File: src/rtl/train_timer_if.sv
// Bundle of the controller-facing signals of the phase timer.
// The timer takes the slave side; the controller/selector side drives master.
interface train_timer_if #(
    parameter int TIME_W  = 13,
    parameter int STATE_W = 4
);
    logic [STATE_W-1:0] present_state;
    logic [TIME_W-1:0]  tload;
    logic               pause;
    logic [TIME_W-1:0]  remaining;
    logic               busy;
    logic               expired;

    modport master (
        output present_state, tload, pause,
        input  remaining, busy, expired
    );

    modport slave (
        input  present_state, tload, pause,
        output remaining, busy, expired
    );
endinterface

File: src/rtl/train_timer.sv
// Phase countdown timer for the train controller: restarts on every controller state change.
// Optional macro TRAIN_TIMER_AUTORELOAD_EN re-arms the same duration instead of holding in DONE.
//
// state | meaning
// IDLE  | one cycle after reset, treated as a phase entry
// ARM   | one cycle waiting for the selector's registered duration
// RUN   | prescaler counting, remaining decrements once per time unit
// DONE  | phase elapsed, remaining=0, waiting for a state change
module train_timer #(
    parameter int          TIME_W   = 13,
    parameter int          STATE_W  = 4,
    parameter int unsigned TICK_DIV = 50000000
) (
    input  logic         clk,
    input  logic         rst,
    train_timer_if.slave bus
);
    localparam int PRESC_W = (TICK_DIV > 2) ? $clog2(TICK_DIV) : 1;
    localparam logic [PRESC_W-1:0] PRESC_LAST = PRESC_W'(TICK_DIV - 1);

    typedef enum logic [1:0] {IDLE, ARM, RUN, DONE} fsm_e;

    fsm_e               fsm_q, fsm_d;
    logic [TIME_W-1:0]  remaining_q, remaining_d;
    logic [PRESC_W-1:0] presc_q, presc_d;
    logic               expired_q, expired_d;
    logic [STATE_W-1:0] state_q;
    logic               chg;
    logic               tick;

    assign chg  = (bus.present_state != state_q);
    assign tick = (presc_q == PRESC_LAST);

    always_ff @(posedge clk) begin
        if (rst) begin
            fsm_q       <= IDLE;
            remaining_q <= '0;
            presc_q     <= '0;
            expired_q   <= 1'b0;
            state_q     <= '0;
        end else begin
            fsm_q       <= fsm_d;
            remaining_q <= remaining_d;
            presc_q     <= presc_d;
            expired_q   <= expired_d;
            state_q     <= bus.present_state;
        end
    end

    always_comb begin
        fsm_d       = fsm_q;
        remaining_d = remaining_q;
        presc_d     = presc_q;
        expired_d   = 1'b0;
        case (fsm_q)
            IDLE: fsm_d = ARM;
            ARM: begin
                presc_d = '0;
                // A further state change keeps us in ARM for the newer duration.
                if (!chg) begin
                    remaining_d = bus.tload;
                    if (bus.tload == '0) begin
                        fsm_d     = DONE;
                        expired_d = 1'b1;
                    end else begin
                        fsm_d = RUN;
                    end
                end
            end
            RUN: begin
                if (chg) begin
                    fsm_d   = ARM;
                    presc_d = '0;
                end else if (!bus.pause) begin
                    if (tick) begin
                        presc_d = '0;
                        if (remaining_q != '0) begin
                            remaining_d = remaining_q - TIME_W'(1);
                        end
                        if (remaining_q == TIME_W'(1)) begin
                            expired_d = 1'b1;
`ifdef TRAIN_TIMER_AUTORELOAD_EN
                            fsm_d = ARM;
`else
                            fsm_d = DONE;
`endif
                        end
                    end else begin
                        presc_d = presc_q + PRESC_W'(1);
                    end
                end
            end
            DONE: begin
                presc_d = '0;
`ifdef TRAIN_TIMER_AUTORELOAD_EN
                fsm_d = ARM;
`else
                if (chg) begin
                    fsm_d = ARM;
                end
`endif
            end
            default: fsm_d = IDLE;
        endcase
    end

    assign bus.remaining = remaining_q;
    assign bus.busy      = (fsm_q == ARM) || (fsm_q == RUN);
    assign bus.expired   = expired_q;
endmodule

File: src/flat_wrapper.sv
// flat-port wrapper written by rule: the top's interface ports become plain ports
module train_timer_flat 
#(
    parameter int          TIME_W   = 13,
    parameter int          STATE_W  = 4,
    parameter int unsigned TICK_DIV = 50000000
)
  (clk, rst, bus_present_state, bus_tload, bus_pause, bus_remaining, bus_busy, bus_expired);
  train_timer_if #(.TIME_W(TIME_W), .STATE_W(STATE_W)) bus_i ();
  input  logic clk;
  input  logic rst;
  input wire logic [$bits(bus_i.present_state)-1:0] bus_present_state;
  input wire logic [$bits(bus_i.tload)-1:0] bus_tload;
  input wire logic [$bits(bus_i.pause)-1:0] bus_pause;
  output wire logic [$bits(bus_i.remaining)-1:0] bus_remaining;
  output wire logic [$bits(bus_i.busy)-1:0] bus_busy;
  output wire logic [$bits(bus_i.expired)-1:0] bus_expired;
  assign bus_i.present_state = bus_present_state;
  assign bus_i.tload = bus_tload;
  assign bus_i.pause = bus_pause;
  assign bus_remaining = bus_i.remaining;
  assign bus_busy = bus_i.busy;
  assign bus_expired = bus_i.expired;
  train_timer #(.TIME_W(TIME_W), .STATE_W(STATE_W), .TICK_DIV(TICK_DIV)) u_core (.clk(clk), .rst(rst), .bus(bus_i));
endmodule
File: config.mk
export PLATFORM = sky130hd
export DESIGN_NAME = train_timer_flat
export DESIGN_NICKNAME = d
export VERILOG_FILES = /design/src/rtl/train_timer_if.sv /design/src/rtl/train_timer.sv /design/src/flat_wrapper.sv
export SDC_FILE = /design/constraint.sdc
export NUM_CORES = 1
export LEC_CHECK = 0
export CELL_PAD_IN_SITES_DETAIL_PLACEMENT = 0
export CELL_PAD_IN_SITES_GLOBAL_PLACEMENT = 2
export CORE_MARGIN = 2
export CORE_UTILIZATION = 33
export CTS_BUF_LIST = sky130_fd_sc_hd__clkbuf_8
export CTS_CLUSTER_SIZE = 40
export DETAILED_ROUTE_END_ITERATION = 7
export GPL_TIMING_DRIVEN = 0
export PLACE_DENSITY_LB_ADDON = 0.15
export SYNTH_ARGS = -nofsm -noshare
export SYNTH_HDL_FRONTEND = slang
export SYNTH_SLANG_ARGS = --single-unit
export TNS_END_PERCENT = 30
File: constraint.sdc
create_clock -name clk -period 2.6 [get_ports clk]
set_input_delay 0.39 -clock clk [delete_from_list [all_inputs] [get_ports clk]]
set_output_delay 0.39 -clock clk [all_outputs]
set_load 0.01 [all_outputs]
After elaboration in Yosys (flattened, before gate mapping) --
Index checks and enable logic that the tools add are counted.
Operators by class: add/subtract/negate cells 2, eq/ne operators 15, mux-type cells 25, reduce and logical (&&, ||, !) cells 10
Operators by type and width (number):
- $mux W26 | 3
- $mux W13 | 5
- $pmux W26 S2 | 1
- $add A26 B1 Y26 const B | 1
- $eq A26 B26 Y1 const B | 1
- $pmux W13 S2 | 1
- $eq A13 B1 Y1 const B | 1
- $logic_not A13 Y1 | 1
- $reduce_bool A13 Y1 | 1
- $sub A13 B1 Y13 const B | 1
- $mux W2 | 6
- $pmux W2 S4 | 1
- $mux W1 | 7
- $ne A2 B1 Y1 const B | 3
- $ne A2 B2 Y1 const B | 3
- $ne A3 B1 Y1 const B | 2
- $reduce_and A6 Y1 | 1
- $reduce_and A5 Y1 | 1
- $eq A2 B2 Y1 const B | 2
- $ne A4 B4 Y1 | 1
- $reduce_bool A2 Y1 | 2
- $ne A3 B2 Y1 const B | 1
- $eq A2 B1 Y1 const B | 1
- $logic_not A2 Y1 | 1
- 4 further kinds | 4
Word-level totals: bits in registers 46, bits of input ports 20, output and inout port bits 15, word-level logic and storage cells 57

Longest topological paths before layout --
Gate-level depths: netlist (run 1).
depth after elaboration 6, mapped depth 10, depth with buffers taken out 8

Worst setup path before layout (run 1) --
Ideal clock, no wire load.
path type reg2reg, start reg u_core.remaining_q[0] (netlist: u_core.bus.remaining[0]), end reg u_core.remaining_q[0] (netlist: u_core.bus.remaining[0]), library setup time 0.070 ns, data arrival time 1.950 ns, required time 2.530 ns, setup slack 0.580 ns, stages on the path, launching flop included 9, path buffers 0, period minus slack after synthesis 2.020 ns, path through dfxtp_1 inv_1 ha_1 nor2b_1 a41o_1 nor4_1 o21ai_2 or3_1 a21oi_1
On the way: cells in the longest elaborated chain, start to end 6, elaborated cells between the ends (all ways) 9, those cells by class 1 x add/sub; 1 x eq/ne; 5 x mux; 2 x reduce/logical
Ends and longest elaborated chain:
- from (decl) | line train_timer.sv:24 | logic [TIME_W-1:0] remaining_q, remaining_d;
- from (signal assigned) | line train_timer.sv:43 | remaining_q <= remaining_d;
- $sub A13 B1 Y13 | line train_timer.sv:78 | remaining_d = remaining_q - TIME_W'(1);
- $mux W13 | line train_timer.sv:77 | if (remaining_q != '0) begin
- $mux W13 | line train_timer.sv:75 | if (tick) begin
- $mux W13 | line train_timer.sv:74 | end else if (!bus.pause) begin
- $mux W13 | line train_timer.sv:71 | if (chg) begin
- $pmux W13 S2 | line train_timer.sv:55 | case (fsm_q)
Several ways; a longest one is shown, not always the timed one. The select of a mux whose other input is x is not followed. A chain may end at the register's enable or synchronous reset.

Worst setup path after layout (run 1) --
start reg u_core.remaining_q[8] (netlist: u_core.bus.remaining[8]), end reg u_core.remaining_q[5] (netlist: u_core.bus.remaining[5])
On the way: cells in the longest elaborated chain, start to end 3
Ends and longest elaborated chain (line):
- $reduce_bool A13 Y1 | train_timer.sv:77
- $ne A2 B1 Y1 (no line)
- $reduce_and A6 Y1 (no line)
Every way passes these cells.

==> impl_metrics.json, run 1 <==
{
  "die_height_um": 93.1,
  "drcViolationCount": 0,
  "grt_pass1_wl_mm": 11.8,
  "ir_worst_vdd_mv": 0.210,
  "drive_gt1_share_pct": 6.49,
  "die_w_um": 93.1,
  "switching_share_pct": 34.2,
  "clk_latency_ns": 0.30,
  "criticalPathCategory": "flip-flop to flip-flop",
  "status": "completed",
  "worstHoldPathCells": 2,
  "hold_violations": 0,
  "avgRoutedWirePerCell_um": 14.9,
  "vias": 2443,
  "stdcell_count": 472,
  "post-route-period-util_pct": 90.6,
  "initial_core_util_pct": 33.9,
  "start_kind": "flip-flop",
  "syn_inst": 328,
  "drt_first_pass_iters": 4,
  "cts.path.max_buffers": 2,
  "synthFlopType": "dfxtp_1",
  "power_density_mw_per_mm2": 545,
  "num-fill-cells": 798,
  "cts_inserted_buffers": 5,
  "leakage_nw": 1.08,
  "core_area_mm2": 0.00773,
  "cap_violations": 0,
  "io_buffers": 34,
  "dp.cells": 464,
  "post-dp-hpwl_mm": 5.22,
  "p_switching_mw": 0.597,
  "area_growth_pct": 22.2,
  "rows": 32,
  "clock-root-buffer": "clkbuf_8",
  "crit_required_ns": 2.76,
  "max_freq_mhz": 425,
  "totalWireLength_mm": 7.01,
  "antenna_found_initial": 0,
  "final_antenna_net_count": 0,
  "final_cell_mix": "nor2_1, dfxtp_1, clkdlybuf4s50_1",
  "end_kind": "flip-flop",
  "grt_setup_unrepaired": "false",
  "drt_iter0_markers": 92,
  "hp-class": "flip-flop to flip-flop",
  "ioPinCount": 35,
  "synth_area_per_cell_um2": 7.99,
  "power_frac_clock_pct": 26.8,
  "final_common_cell": "nor2_1",
  "finish.net_count": 397,
  "synth_top_area_share_pct": 35.1,
  "final_max_slew_viol_count": 0,
  "htreeDepth": 2,
  "ys_ff_latch": 46,
  "routed_via_density": 5.18,
  "grt_usage_pct": 17.0,
  "grt_overflow": 0,
  "timing.slew.headroom_pct": 54.7,
  "routabilityCongestion": 0.785,
  "cts_tree": "yes",
  "synthArstFlopShare_pct": 0,
  "syn_nets": 356,
  "worstPathMaxFanout": 10,
  "yosys.area.top_type": "dfxtp_1",
  "grt_pass1_vias": 2248,
  "n_antenna_cell": 0,
  "synth_area_mm2": 0.00262,
  "dieArea_mm2": 0.00867,
  "cts.sinks": 46,
  "fin_tns_setup_ns": 0,
  "ys.warnings.count": 0,
  "combPwrFrac_pct": 29.4,
  "finalSetupViolCount": 0,
  "timing.hold.ws_ns": 0.496,
  "r2r_cells": 8,
  "cts_hold_buf": 0,
  "seq_power_share_pct": 43.8,
  "yosys-top-cells-area": "dfxtp_1, nor2_1, xnor2_1",
  "worstMarginPinSlew_ns": 0.677,
  "synth_edf_count": 0,
  "clk_pin_slew_worst_paths_ns": 0.09,
  "period_minus_slack_ns": 2.35,
  "fin_worst_skew_ns": 0.00414,
  "seq_area_frac_synth_pct": 35.1,
  "cp.arrival_ns": 2.52,
  "internal_power_mw": 1.15,
  "grt_max_degree": 15,
  "synth.distinct_cells": 44
}
==> worst max-delay path, cell delays in order (launching register included) <==
cell and delay, ns:
dfxtp_1 0.32, clkbuf_1 0.18, nor4_2 0.50, a41o_1 0.26, nor4_2 0.06, o21ai_2 0.34
buf_4 0.28, mux2i_1 0.19, o21ai_0 0.09
==> power groups by stage <==
| stage | registers (mW) | clock network, mW | logic, mW |
|---|---|---|---|
| global route | 0.773 | 0.517 | 0.573 |
| CTS | 0.766 | 0.486 | 0.516 |
| global placement | 0.782 | 0 | 0.514 |
| detailed placement | 0.783 | 0 | 0.511 |
| finish | 0.765 | 0.468 | 0.513 |
| floorplan | 0.778 | 0 | 0.334 |
==> metal layers <==
| layer | part of all wire [%] | global-route usage [%] | wire length (um) |
|---|---|---|---|
| met1 | 54 | 25.8 | 3790 |
| met3 | 3.2 | 2.90 | 221 |
| met2 | 42 | 24.9 | 2930 |
| met5 | 0 | 0 | 0 |
| met4 | 0.97 | 4.04 | 68 |
==> layout make-up <==
type	instances	area, um2	share of cell area [%]
tap	102	128	3.98
multi-input combinational	258	1610	50.4
inverter	11	41.3	1.29
buffer	13	63.8	1.99
timing repair buffer	34	340	10.6
clock buffer	6	82.6	2.58
sequential	46	921	28.8
clock inverter	2	12.5	0.391
==> path summary, 6_finish.rpt <==
path | from | end | slack (ns)
min reg2reg | u_core.presc_q[1] | u_core.presc_q[1] | 0.50
max | u_core.bus.remaining[8] | u_core.bus.remaining[5] | 0.25
max reg2reg | u_core.bus.remaining[8] | u_core.bus.remaining[5] | 0.25
min | u_core.presc_q[1] | u_core.presc_q[1] | 0.50
==> per-stage QoR <==
stage / total power [mW] / area [um2] / util [%] / setup WS [ns]
after floorplan: 1.11 / 2620 / - / 0.580
after global placement: 1.30 / 3090 / 40.0 / -0.0972
after detailed placement: 1.29 / 3090 / 40.0 / -0.0825
after CTS: 1.77 / 3180 / 41.2 / 0.157
after global routing: 1.86 / 3200 / 41.5 / 0.00657
final: 1.75 / 3200 / 41.5 / 0.245
==> state kept, by name, indices dropped and copies added (netlist names) <==
signal,count
u_core.fsm_q,2
u_core.presc_q,26
u_core.state_q,4
u_core.bus.expired,1
u_core.bus.remaining,13
==> synthesized netlist by cell type (10+ instances only) <==
master	n
nor2_1	56
a21oi_1	14
nand4_1	10
nor2b_1	10
inv_1	11
nand3_1	13
dfxtp_1	46
nand2_1	26
xnor2_1	21
o21ai_0	16
==> cells by family (layout without fill, tap and decap cells) <==
family,count (synthesis),count (layout),synth area share [%]
AND/OR/NAND/NOR,156,156,30.1
AO/OA/AOI/OAI,57,57,14.1
flip-flops,46,46,35.1
XOR/XNOR,27,27,9.02
buffers and inverters,24,66,3.96
multiplexers,10,10,3.87
adder cells (fa/ha/maj),8,8,3.82
==> repair_timing <==
item                                    CTS  global route
resized for setup                         0             5
endpoints found under the setup margin    0            12
setup buffers                             0             0
No activity file was read; power rests on OpenSTA's default activity.
==> run 2: changes to the inputs <==
--- a/config.mk
+++ b/config.mk
@@ -14,6 +14,7 @@
 export DETAILED_ROUTE_END_ITERATION = 7
 export GPL_TIMING_DRIVEN = 0
 export PLACE_DENSITY_LB_ADDON = 0.15
+export SLEW_MARGIN = 0
 export SYNTH_ARGS = -nofsm -noshare
 export SYNTH_HDL_FRONTEND = slang
 export SYNTH_SLANG_ARGS = --single-unit
==> results of run 2 <==
No change in the layout: final DEF, timing and power equal those of run 1.
